--- src/rtl/issue_ctrl.sv ---
// In-order fetch/issue sequencer for the Tomasulo core. Walks PC through
// instruction memory, decodes each word and allocates the lowest-index free
// reservation station of the add/sub or mul pool, stalling while none is free.
module issue_ctrl #(
    parameter int PROG_LEN = 6,
    parameter int N_ADD_RS = 3,
    parameter int N_MUL_RS = 2
) (
    input  logic                clk1,
    input  logic                rst_n,
    input  logic                start,
    output logic [3:0]          imem_addr,
    input  logic [15:0]         imem_data,
    input  logic [N_ADD_RS-1:0] add_rs_free,
    input  logic [N_MUL_RS-1:0] mul_rs_free,
    output logic                issue_valid,
    output logic                issue_unit,
    output logic [1:0]          issue_rs_idx,
    output logic [3:0]          issue_op,
    output logic [3:0]          issue_src1,
    output logic [3:0]          issue_src2,
    output logic [3:0]          issue_dst,
    output logic                stall_bit,
    output logic                illegal,
    output logic                done
);

    typedef enum logic [1:0] {
        S_IDLE,
        S_FETCH,
        S_ISSUE,
        S_DONE
    } state_e;

    typedef struct packed {
        logic       unit;
        logic [1:0] rs_idx;
        logic [3:0] op;
        logic [3:0] src1;
        logic [3:0] src2;
        logic [3:0] dst;
    } issue_t;

    localparam logic [3:0] OP_ADD  = 4'b0000;
    localparam logic [3:0] OP_SUB  = 4'b0001;
    localparam logic [3:0] OP_MUL  = 4'b0010;
    localparam logic [3:0] LAST_PC = 4'(PROG_LEN - 1);

    state_e      state_q, state_d;
    logic [3:0]  pc_q, pc_d;
    logic [15:0] hold_q, hold_d;
    logic        hold_vld_q, hold_vld_d;
    logic        issue_valid_q, issue_valid_d;
    issue_t      issue_q, issue_d;
    logic        stall_q, stall_d;
    logic        illegal_q, illegal_d;
    logic        done_q, done_d;

    logic [15:0] word;
    logic        is_add, is_mul;
    logic        add_any, mul_any;
    logic [1:0]  add_idx, mul_idx;
    logic        pool_any;
    logic [1:0]  pool_idx;

    // Decode the held word; on the first ISSUE cycle it is still on the memory bus.
    always_comb begin
        word   = hold_vld_q ? hold_q : imem_data;
        is_add = (word[15:12] == OP_ADD) || (word[15:12] == OP_SUB);
        is_mul = (word[15:12] == OP_MUL);
    end

    // Lowest-index free station per pool; scanning downward lets the lowest index win.
    always_comb begin
        // NOTE: every variable gets a default before any branch, otherwise a
        // path that skips the assignment infers a latch.
        add_any = 1'b0;
        add_idx = 2'd0;
        mul_any = 1'b0;
        mul_idx = 2'd0;
        for (int i = N_ADD_RS - 1; i >= 0; i--) begin
            if (add_rs_free[i]) begin
                add_any = 1'b1;
                add_idx = 2'(i);
            end
        end
        for (int i = N_MUL_RS - 1; i >= 0; i--) begin
            if (mul_rs_free[i]) begin
                mul_any = 1'b1;
                mul_idx = 2'(i);
            end
        end
        pool_any = is_mul ? mul_any : add_any;
        pool_idx = is_mul ? mul_idx : add_idx;
    end

    // Next-state, PC advance and issue decision.
    always_comb begin
        state_d       = state_q;
        pc_d          = pc_q;
        hold_d        = hold_q;
        hold_vld_d    = hold_vld_q;
        issue_valid_d = 1'b0;
        issue_d       = issue_q;
        stall_d       = 1'b0;
        illegal_d     = illegal_q;
        done_d        = done_q;

        case (state_q)
            S_IDLE: begin
                if (start) begin
                    pc_d    = 4'd0;
                    state_d = S_FETCH;
                end
            end
            S_FETCH: begin
                hold_vld_d = 1'b0;
                state_d    = S_ISSUE;
            end
            S_ISSUE: begin
                hold_d     = word;
                hold_vld_d = 1'b1;
                if (!(is_add || is_mul) || pool_any) begin
                    if (!(is_add || is_mul)) begin
                        illegal_d = 1'b1;
                    end else begin
                        issue_valid_d  = 1'b1;
                        issue_d.unit   = is_mul;
                        issue_d.rs_idx = pool_idx;
                        issue_d.op     = word[15:12];
                        issue_d.src1   = word[11:8];
                        issue_d.src2   = word[7:4];
                        issue_d.dst    = word[3:0];
                    end
                    // The last word goes to DONE before PC could ever wrap.
                    if (pc_q == LAST_PC) begin
                        state_d = S_DONE;
                        done_d  = 1'b1;
                    end else begin
                        pc_d    = pc_q + 4'd1;
                        state_d = S_FETCH;
                    end
                end else begin
                    stall_d = 1'b1;
                end
            end
            S_DONE: begin
                if (start) begin
                    done_d  = 1'b0;
                    pc_d    = 4'd0;
                    state_d = S_FETCH;
                end
            end
            default: state_d = S_IDLE;
        endcase
    end

    // State and output registers; reset clears everything including the held word.
    always_ff @(posedge clk1 or negedge rst_n) begin
        if (!rst_n) begin
            state_q       <= S_IDLE;
            pc_q          <= 4'd0;
            // NOTE: the hold register is reset so a mid-program reset cannot
            // leave a stale instruction to be re-decoded after restart.
            hold_q        <= 16'd0;
            hold_vld_q    <= 1'b0;
            issue_valid_q <= 1'b0;
            issue_q       <= '0;
            stall_q       <= 1'b0;
            illegal_q     <= 1'b0;
            done_q        <= 1'b0;
        end else begin
            // NOTE: non-blocking assignments so every flop samples the
            // pre-edge value of the others.
            state_q       <= state_d;
            pc_q          <= pc_d;
            hold_q        <= hold_d;
            hold_vld_q    <= hold_vld_d;
            issue_valid_q <= issue_valid_d;
            issue_q       <= issue_d;
            stall_q       <= stall_d;
            illegal_q     <= illegal_d;
            done_q        <= done_d;
        end
    end

    assign imem_addr    = pc_q;
    assign issue_valid  = issue_valid_q;
    assign issue_unit   = issue_q.unit;
    assign issue_rs_idx = issue_q.rs_idx;
    assign issue_op     = issue_q.op;
    assign issue_src1   = issue_q.src1;
    assign issue_src2   = issue_q.src2;
    assign issue_dst    = issue_q.dst;
    assign stall_bit    = stall_q;
    assign illegal      = illegal_q;
    assign done         = done_q;

endmodule

--- config.mk ---
export PLATFORM = sky130hd
export DESIGN_NAME = issue_ctrl
export DESIGN_NICKNAME = d
export VERILOG_FILES = /design/src/rtl/issue_ctrl.sv
export SDC_FILE = /design/constraint.sdc
export NUM_CORES = 1
export LEC_CHECK = 0
export ABC_AREA = 1
export CAP_MARGIN = 5
export CORE_AREA = 2 2 75 77
export DETAILED_ROUTE_END_ITERATION = 7
export DIE_AREA = 0 0 77 79
export PLACE_DENSITY = 0.86
export SLEW_MARGIN = 20
export SYNTH_ARGS = -nofsm -noshare
export SYNTH_HDL_FRONTEND = slang
export SYNTH_SLANG_ARGS = --single-unit
--- constraint.sdc ---
create_clock -name clk1 -period 1.5 [get_ports clk1]
set_input_delay 0.15 -clock clk1 [delete_from_list [all_inputs] [get_ports clk1]]
set_output_delay 0.15 -clock clk1 [all_outputs]
set_load 0.05 [all_outputs]
[Word level (Yosys, flattened, before mapping)]
Index checks and enable logic that the tools add are counted.
Storage, ports and cells
  register bits: 46
  logic and storage cells: 73
  output and inout port bits: 27
  input bits: 24
Operators by class
  bitwise operators: 1
  add/sub/neg operators: 1
  equality and inequality tests: 11
  reduce and logical (&&, ||, !) cells: 15
  multiplexer cells: 31
Operators by type and width (number)
  $mux W16: 1
  $mux W2: 8
  $mux W1: 15
  $mux W4: 3
  $ne A2 B2 Y1 const B: 4
  $pmux W4 S2: 1
  $reduce_and A4 Y1: 2
  $pmux W2 S3: 1
  $reduce_and A3 Y1: 2
  $reduce_bool A2 Y1: 3
  $add A4 B1 Y4 const B: 1
  $eq A2 B2 Y1 const B: 2
  $eq A4 B1 Y1 const B: 1
  $eq A4 B2 Y1 const B: 1
  $eq A4 B3 Y1 const B: 1
  $logic_not A4 Y1: 1
  $pmux W1 S2: 2
  $logic_or A1 B1 Y1: 3
  $eq A2 B1 Y1 const B: 1
  $logic_not A2 Y1: 1
  $ne A2 B1 Y1 const B: 1
  $reduce_and A2 Y1: 1
  $reduce_or A2 Y1: 1
  $logic_not A1 Y1: 1
  $not A1 Y1: 1

[Logic depth before layout (Yosys ltp)]
  word-level depth: 8
  depth in mapped cells: 12
  mapped depth without buffers: 11

[Worst setup path after synthesis]
OpenSTA, ideal clock, no wires.
  kind: register to register
  start point: reg state_q[0]
  end point: reg issue_q, in the netlist issue_dst[0]
  clock period less this slack: 1606 ps
  setup slack: -106 ps
  arrival: 1483 ps
  required time: 1377 ps
  cell stages (with the launch flop): 10
  path through: dfrtp_1 -> inv_1 -> ha_1 -> clkbuf_1 -> inv_1 -> nor2_8 -> nand2_8 -> buf_12 -> nand2_4 -> o21ai_2
On the way
  longest elaborated chain between the ends: 2
Ends and longest elaborated chain
  start: declaration: RTL line 49  | state_e state_q, state_d;
  start signal: assignment: RTL line 175  | state_q <= state_d;
  $eq A2 B2 Y1: RTL line 109  | case (state_q)
  $reduce_and A3 Y1 (no line)
  end signal: assignment: RTL line 180  | issue_q <= issue_d;
  end: declaration: RTL line 54  | issue_t issue_q, issue_d;
Every way passes these cells.
A chain may end at the register's enable or synchronous reset.

[Final worst setup path]
  start point: reg hold_vld_q
  end point: reg issue_q, in the netlist issue_dst[3]
On the way
  longest elaborated chain between the ends: 7
  elaborated cells between the ends (all ways): 10
  those cells by class: 2 x eq/ne; 2 x mux; 6 x reduce/logical
Ends and longest elaborated chain
  start: declaration: RTL line 52  | logic hold_vld_q, hold_vld_d;
  start signal: assignment: RTL line 178  | hold_vld_q <= hold_vld_d;
  $mux W16 (*): RTL line 68  | word = hold_vld_q ? hold_q : imem_data;
  $eq A4 B1 Y1 / $logic_not A4 Y1 (equally long branches): RTL line 69  | is_add = (word[15:12] == OP_ADD) || (word[15:12] == OP_SUB);
  $logic_or A1 B1 Y1: RTL line 69
  $logic_or A1 B1 Y1: RTL line 123, 124
  $logic_not A1 Y1
  $logic_or A1 B1 Y1: RTL line 123  | if (!(is_add || is_mul) || pool_any) begin
  $reduce_and A3 Y1 (no line)
Mark *: on every way between the ends. The rest lies on a longest branch, timed or not.

==> run metrics <==
Int Pwr=3.47 mW; Die X=77 um; top-area cell type share of the netlist area=0.485; ratio of cells with drive above 1 in the final layout=0.395; gr ovfl total=0; fin area=3270 sq um; Final Skew=0.00985 ns; failing checks=setup timing; # DRC=0; Main synth FF type=dfrtp_1; vias per cell=4.78; TritonCTS clock tree=done; number of enable flip-flop cells after synthesis=0; Synth cell types=31; CP endpoint kind=flip-flop; largest net degree at the start of global routing=30; HP Class=in2async; asr flop ratio synth=1.00; CP max stage cell=dfrtp_2; sequential area share after synthesis=0.485; # rows=27; Clock power frac=0.120; TritonCTS Buffers=5; Post-Route WL=4850 um; post-synthesis cell count=229; mapped cell area=between 2000 and 2500 sq um; TNS Setup=-1.68 ns; clk sinks=46; worst-path cell chain=nand2_1 > nand2_4 > nor2_8 > nand2_4 > nor2_8 > buf_6 > nand2_4 > buf_4 > o21ai_2; power per cell area=2000 nW/um^2; Final Critical Period=1.61 ns; diodes inserted=0; Slew HR=0.787; gpl congestion=0.809; status=finished, violations left; Reg clk slew, reported paths=0.09 ns; Area growth, synth to finish=37.8%; Worst Slack Setup Final=-0.110 ns; first-pass GRT wire length=8290 um; antenna violations before repair=0; All-Layer GR Usage=0.170; Die Y=79 um; VDD IR max=0.867 mV; Buffers on Ports=50; routed len/inst=between 10 and 15 um; Yosys top cell by area=dfrtp_1; Syn Area/Cell=between 10 and 15 sq um; RSZ-0062 raised after global routing=true; fmax=about 620 MHz; Initial Utilization=0.445; Critical Path Source Type=flip-flop; Clock Path Buffers=2; commonest non-fill, non-tap cell in the layout=buf_4; Final #Nets=334; final worst-path cycle share=1.07; Worst-Margin Slew=about 0.32 ns; drt first-iter violations=82; max_cap viols=0; Net Switching=3.07 mW; Synth Warn #=0; Final Hold Slack=~0.37 ns; Final Hold Vio Count=0; CP peak stage delay=0.48 ns; Syn Nets=258; Synth Register Bits=46; Required @ worst endpoint=1.73 ns; Most common cell on crit path=nand2_4; Routed Antenna Nets=0; crit path kind=reg2reg; CORE AREA=5340 sq um; worst slack, placed=-0.255 ns; worst-path fanout max=7; Vias=between 1,500 and 2,000; H-tree levels=2; Slew Limit Fails=0; switch share=0.470; vias in the first global route=1,833; most frequent cells in the layout=44 x buf_4, 43 x dfrtp_1, 40 x nand2_1; DR pass1 iterations=4; Cell Area, Placed=3000 sq um; dpl hpwl=3440 um; Die ar.=6080 sq um; Finished Layout Cells=378; Clock Latency Late Sink=0.30 ns; P_leak=1.59 nW; Worst Path Arrival=between 1.5 and 2 ns; dominant cells by area after synthesis=dfrtp_1 48%, nand2_4 7.6%, nand2_1 7.1%, o21ai_2 5.9%, mux2i_1 5.1%; Comb pwr share=0.548; sequential power share=0.332; setup violators final=27; placed insts=approximately 360; clk root buf=clkbuf_8; io pins=51
[critical path: cells and delay by family (launching register included)]
kind	cells	cell delay (ns)
AOI/OAI and AO/OA	1	0.11
buffers and inverters	2	0.27
DFF	1	0.48
and+or+nand+nor	6	0.68
[cell families after synthesis]
logic type | synth area share
XOR/XNOR | 0.00738
adder cells (fa/ha/maj) | 0.0263
AND/OR/NAND/NOR | 0.254
buffers and inverters | 0.0659
AO/OA/AOI/OAI | 0.111
flip-flops | 0.485
multiplexers | 0.0506
[per-layer routing]
layer  GRT usage  vias up  wire [um]
li1            -      895          -
met1       0.212      870       2130
met2       0.299       38       2490
met3      0.0261        5        167
met4      0.0643        0         59
met5           0        -          0
[cell usage after synthesis (2+ instances only)]
cell type	instances
ha_1	5
o21ai_2	16
inv_1	17
a31oi_1	2
nand2_4	16
o21ai_0	18
clkbuf_1	4
nand2_1	45
dfrtp_1	46
buf_2	2
nor2_8	2
nand2_2	8
nand3_1	4
buf_6	2
nand4_1	6
mux2i_1	12
nor2_1	10
[metrics by stage]
step / util / power [mW]
5_1_grt: 0.613 / 6.99
4_1_cts: 0.589 / 6.46
6_report: 0.613 / 6.54
3_3_place_gp: 0.561 / 5.48
3_5_place_dp: 0.561 / 5.61
2_1_floorplan: - / 4.58
[repair_timing]
action | 4_1_cts | 5_1_grt
endpoints found under the setup margin | 28 | 42
cloned | 1 | 2
hold endpoints to repair | 46 | 0
hold buffers | 1 | 0
resized for setup | 3 | 11
setup buffers | 3 | 4
pin swaps | 0 | 7
[registers in the layout, summed over array words and instances (netlist names), 2 cells and up]
signal / flops
issue_src1: 4
issue_rs_idx: 2
issue_dst: 4
hold_q: 16
state_q: 2
imem_addr: 4
issue_src2: 4
issue_op: 4
[power by group through the flow]
stage          Clock [mW]  Sequential (mW)  Combinational (mW)
2_1_floorplan           0             3.02                1.56
3_3_place_gp            0             2.15                3.33
3_5_place_dp            0             2.18                3.43
4_1_cts             0.814             2.16                3.48
5_1_grt             0.867             2.22                3.90
6_report            0.787             2.17                3.58
[cell type report]
| class | instances | area (sq um) |
|---|---|---|
| Timing Repair Buffer | 77 | 716 |
| Clock buffer | 6 | 82.6 |
| Sequential cell | 46 | 1150 |
| Inverter | 19 | 73.8 |
| Multi-Input combinational cell | 156 | 1140 |
| Clock inverter | 2 | 12.5 |
| Fill cell | 485 | 2060 |
| Tap cell | 72 | 90.1 |
[final timing paths]
path	slack, ns	to	from	depth (start not counted)
setup / recovery	-0.11	issue_dst[3]$_DFFE_PN0P_	hold_vld_q$_DFFE_PN0P_	9
max in group asynchronous	0.85	imem_addr[1]$_DFFE_PN0P_	rst_n	3
hold reg to reg	0.47	illegal$_DFFE_PN0P_	illegal$_DFFE_PN0P_	1
setup reg to reg	-0.11	issue_dst[3]$_DFFE_PN0P_	hold_vld_q$_DFFE_PN0P_	9
hold / removal	0.37	hold_q[0]$_DFFE_PN0P_	rst_n	3
min in group clk1	0.46	issue_rs_idx[1]$_DFFE_PN0P_	add_rs_free[2]	3
(Power assumes the default switching activity.)
